--- config.mk ---
export PLATFORM = sky130hd
export DESIGN_NAME = neuron_mac_sequencer
export DESIGN_NICKNAME = d
export VERILOG_FILES = /design/src/rtl/neuron_mac_sequencer.sv
export SDC_FILE = /design/constraint.sdc
export NUM_CORES = 2
export LEC_CHECK = 0
export BUFFER_PORTS_ARGS = -buffer_cell sky130_fd_sc_hd__buf_2
export CAP_MARGIN = 40
export CORE_ASPECT_RATIO = 1.5
export CORE_UTILIZATION = 41
export CTS_BUF_LIST = sky130_fd_sc_hd__clkbuf_16
export DETAILED_ROUTE_END_ITERATION = 10
export GPL_TIMING_DRIVEN = 0
export SLEW_MARGIN = 20
export SYNTH_ARGS = -nofsm -noshare
export SYNTH_HDL_FRONTEND = slang
export SYNTH_SLANG_ARGS = --single-unit
--- constraint.sdc ---
create_clock -name clock -period 7.99 [get_ports clock]
set_input_delay 0.3995 -clock clock [delete_from_list [all_inputs] [get_ports clock]]
set_output_delay 0.3995 -clock clock [all_outputs]
set_load 0.05 [all_outputs]
--- src/rtl/neuron_mac_sequencer.sv ---
// ReLU(sum w*x + b) over N_INPUTS pairs through one shared multiplier; f valid 2 edges after last accept.
// Input taken only in RUN (in_ready Moore); result held with out_valid until out_ready.
module neuron_mac_sequencer #(
  parameter int N_INPUTS = 4,
  parameter int W        = 32
) (
  input  logic         clock,
  input  logic         reset,
  input  logic         start,
  input  logic [W-1:0] b,
  input  logic         in_valid,
  output logic         in_ready,
  input  logic [W-1:0] in_x,
  input  logic [W-1:0] in_w,
  output logic         out_valid,
  input  logic         out_ready,
  output logic [W-1:0] f,
  output logic         busy
);

  localparam int CW = (N_INPUTS > 1) ? $clog2(N_INPUTS) : 1;
  localparam logic [CW-1:0] LAST = CW'(N_INPUTS - 1);

  typedef enum logic [2:0] {
    S_IDLE,
    S_RUN,
    S_DRAIN,
    S_FINISH,
    S_OUT
  } state_t;

  state_t        state_q, state_d;
  logic [CW-1:0] cnt_q, cnt_d;
  logic [W-1:0]  bias_q, bias_d;
  logic [W-1:0]  prod_q, prod_d;
  logic          prod_vld_q, prod_vld_d;
  logic [W-1:0]  acc_q, acc_d;
  logic [W-1:0]  f_q, f_d;
  logic          out_valid_q, out_valid_d;
  logic [W-1:0]  sum;
  logic          hs;

  assign in_ready  = (state_q == S_RUN);
  assign busy      = (state_q != S_IDLE);
  assign out_valid = out_valid_q;
  assign f         = f_q;
  assign hs        = in_valid && in_ready;

  always_comb begin
    state_d     = state_q;
    cnt_d       = cnt_q;
    bias_d      = bias_q;
    prod_d      = prod_q;
    prod_vld_d  = 1'b0;
    acc_d       = prod_vld_q ? (acc_q + prod_q) : acc_q;
    f_d         = f_q;
    out_valid_d = out_valid_q;
    sum         = acc_q + bias_q;

    case (state_q)
      S_IDLE: begin
        if (start) begin
          bias_d  = b;
          acc_d   = '0;
          cnt_d   = '0;
          state_d = S_RUN;
        end
      end
      S_RUN: begin
        if (hs) begin
          // Low W bits of the product are the same for signed and unsigned operands.
          prod_d     = in_x * in_w;
          prod_vld_d = 1'b1;
          cnt_d      = cnt_q + CW'(1);
          if (cnt_q == LAST) state_d = S_DRAIN;
        end
      end
      S_DRAIN: begin
        state_d = S_FINISH;
      end
      S_FINISH: begin
        f_d         = sum[W-1] ? '0 : sum;
        out_valid_d = 1'b1;
        state_d     = S_OUT;
      end
      S_OUT: begin
        if (out_ready) begin
          out_valid_d = 1'b0;
          state_d     = S_IDLE;
        end
      end
      default: begin
        state_d = S_IDLE;
      end
    endcase
  end

  always_ff @(posedge clock) begin
    if (reset) begin
      state_q     <= S_IDLE;
      cnt_q       <= '0;
      bias_q      <= '0;
      prod_q      <= '0;
      prod_vld_q  <= 1'b0;
      acc_q       <= '0;
      f_q         <= '0;
      out_valid_q <= 1'b0;
    end else begin
      state_q     <= state_d;
      cnt_q       <= cnt_d;
      bias_q      <= bias_d;
      prod_q      <= prod_d;
      prod_vld_q  <= prod_vld_d;
      acc_q       <= acc_d;
      f_q         <= f_d;
      out_valid_q <= out_valid_d;
    end
  end

endmodule
==> summary.txt <==
Initial standard-cell utilization of the core - 41.4%
Number of DRC markers after the initial detailed-route iteration - 841
Sequential cell area - 0.00268 mm2
Fillers - 5,696
Slew @ Worst Pin - 0.962 ns
Top fanout value on the critical path - 10
Cell at the root of the clock tree - sky130_fd_sc_hd__clkbuf_16
Fraction of the cycle the final worst path needs - 95.2%
Most numerous cell in the Yosys netlist - sky130_fd_sc_hd__nand2_1
Total congestion overflow - 0
Average detailed-routed wire length per instance - 21.5 um
Number of buffers added to fix hold violations after cts - 0
Remaining design rule violation count - 0
Clock tree from TritonCTS - done
IO Port Bufs - 125
Number of nets at the end of the flow - 3,553
Total area of multi-input combinational cells - 0.0187 mm2
Drt total wl - 78.0 mm
Number of failing setup endpoints in the final timing report - 0
Clock tree sinks - 134
Via count of the first global-routing pass - 20,695
Worst hold path class - in2reg
Std cell rows - 107
CTS resizes - 0
IO Pins - 136
Pin count of the biggest net entering global routing - 17
DIE WIDTH - 197 um
Number of flops mapped to enable cells by yosys - 0
First-pass GRT wire length - 120 mm
Met3 Resource Use GR - 2.96%
Async set-reset flop share out of synthesis - 0%
Clock-pin transition on the worst setup and hold timing paths - 0.06 ns
Post-CTS setup buffers - 0
Flip-flop cell with the highest count after synthesis - sky130_fd_sc_hd__dfxtp_1
Number of max-cap violations - 0
Top cell type by total area after synthesis - sky130_fd_sc_hd__fa_1
Period minus WS final - 7.61 ns
Number of pins exceeding their max-slew limit in the final report - 0
All-layer global routing usage - 28.0%
Placer's final routability congestion estimate - 0.980
Vertical die dimension - 295 um
Launching element type of the critical path - input port
Synth area leaders - sky130_fd_sc_hd__fa_1, sky130_fd_sc_hd__dfxtp_1, sky130_fd_sc_hd__ha_1
Global Route met1 Usage - 27.9%
Via count of the routed design - 19,076
HPWL after DPL - 66.3 mm
Crit path kind - in2reg
Hold violation total from the final report - 0
Initial antenna violation count - 2
Mapped Nets - 3,396
Buffer depth of the longest clock path - 2
Global Route met2 Usage - 53.2%
Area growth from synthesis to layout - 9.94%
Fraction of post-synthesis cell area in the top cell type by area - 35.0%
Most frequent cells after synthesis - sky130_fd_sc_hd__nand2_1, sky130_fd_sc_hd__inv_1, sky130_fd_sc_hd__fa_1
Antenna viol nets, final - 0
Outcome - finished clean
Kind of end point of the critical path - flip-flop
Area of the core - 0.0566 mm2
Area of the mapped netlist - 0.0234 mm2
Library cells used by synthesis - 68
RSZ-0062 raised after global routing - false
Arrival time of the worst setup path - 7.89 ns
Latest clock arrival within the worst-skew pair - 0.43 ns
Layer with the highest usage - met2
Total iterations of the first detailed-routing run - 5
Max-slew headroom at the worst pin - 35.9%
Synth warnings - 0
Synthesized instance count - 2,699
Number of buffers inserted during clock tree synthesis - 17
Avg Vias per Cell - 5.25
Sequential area share after synthesis - 11.4%
Number of register bits inferred by synthesis - 134
# H-tree levels - 4
Worst Clk Skew - 0.00526 ns
Critical Path RT - 8.27 ns
Synthesized area per cell - 8.69 um2
Worst hold margin - 0.211 ns
Proportion of layout cells with a drive suffix above 1 - 7.53%
Die footprint - 0.0582 mm2
Peak Freq - 0.131 GHz
==> worst max-delay path: stages <==
cell and delay (ns):
sky130_fd_sc_hd__buf_2 0.09, sky130_fd_sc_hd__clkbuf_1 0.58, sky130_fd_sc_hd__clkbuf_1 0.69, sky130_fd_sc_hd__nand2_1 0.17
sky130_fd_sc_hd__fa_1 0.55, sky130_fd_sc_hd__inv_1 0.05, sky130_fd_sc_hd__fa_1 0.35, sky130_fd_sc_hd__inv_1 0.07
sky130_fd_sc_hd__fa_1 0.43, sky130_fd_sc_hd__fa_1 0.50, sky130_fd_sc_hd__inv_1 0.06, sky130_fd_sc_hd__fa_1 0.50
sky130_fd_sc_hd__inv_1 0.06, sky130_fd_sc_hd__fa_1 0.56, sky130_fd_sc_hd__fa_1 0.43, sky130_fd_sc_hd__fa_1 0.49
sky130_fd_sc_hd__inv_1 0.04, sky130_fd_sc_hd__ha_1 0.32, sky130_fd_sc_hd__a21o_1 0.20, sky130_fd_sc_hd__a21oi_1 0.19
sky130_fd_sc_hd__o21ai_0 0.11, sky130_fd_sc_hd__and2_1 0.19, sky130_fd_sc_hd__nor4b_1 0.46, sky130_fd_sc_hd__o31ai_1 0.16
sky130_fd_sc_hd__xnor2_1 0.16, sky130_fd_sc_hd__a21oi_1 0.08
==> cell type report <==
cell class / count / share of cell area, %
Multi-Input combinational cell: 2017 / 72.5
Inverter: 421 / 6.13
Antenna cell: 1 / 0.00971
Sequential cell: 134 / 10.4
Clock buffer: 17 / 1.65
Timing Repair Buffer: 138 / 3.04
Tap cell: 763 / 3.70
Clock inverter: 14 / 0.616
Buffer: 127 / 1.98
==> per-layer routing <==
metal / up-vias / share of wire [%]
li1: 8745 / -
met1: 9530 / 35
met2: 586 / 53
met3: 213 / 3.8
met4: 2 / 8.3
met5: - / 0.014
==> stage by stage <==
step                setup TNS (ns)  setup WS [ns]  util, %  cell area [um2]  instances
floorplan                        0           1.19        -            23400       2699
global placement             -2.56         -0.354     44.2            25000       3587
detailed placement         -0.0309        -0.0172     44.4            25200       3598
CTS                              0          0.416     45.5            25700       3629
global route                     0         0.0400     45.5            25800       3631
finish                           0          0.383     45.5            25800       3632
==> state kept, by name, summed over array words and instances (netlist names) <==
name and cells:
acc_q 32, bias_q 32, cnt_q 2, f 31
out_valid 1, prod_q 32, prod_vld_q 1, state_q 3
==> layout by cell type (no fill, tap or decap), drive strengths merged, types with 16 or more instances in the layout <==
master,count
nand3,24
mux2i,23
fa,410
dfxtp,134
nor2,73
nand2,446
a21oi,132
and2,267
inv,423
o21bai,16
nor3,25
buf,149
a21o,40
o31ai,29
xnor2,90
xor2,40
clkbuf,133
o21ai,68
ha,186
==> logic make-up after synthesis <==
family                     after synthesis  synth area share (%)
and+or+nand+nor                        910                  18.7
adders and majority gates              596                  44.9
buffers and inverters                  548                  8.89
AOI/OAI and AO/OA                      355                  10.1
DFF                                    134                  11.4
xor gates and xnor gates               130                  4.86
muxes                                   25                  1.09
other                                    1                0.0160
==> final timing paths <==
path / from / endpoint / slack [ns] / cells after the start
worst min-delay path: b[26] / bias_q[26] / 0.21 / 3
worst max-delay path: in_w[12] / prod_q[31] / 0.38 / 26
worst max register to register: acc_q[0] / f[30] / 4.49 / 11
worst min register to register: f[8] / f[8] / 0.45 / 2
Power is not shown: default switching activity piles up to over one toggle a cycle in this logic, so the estimate is an artifact.
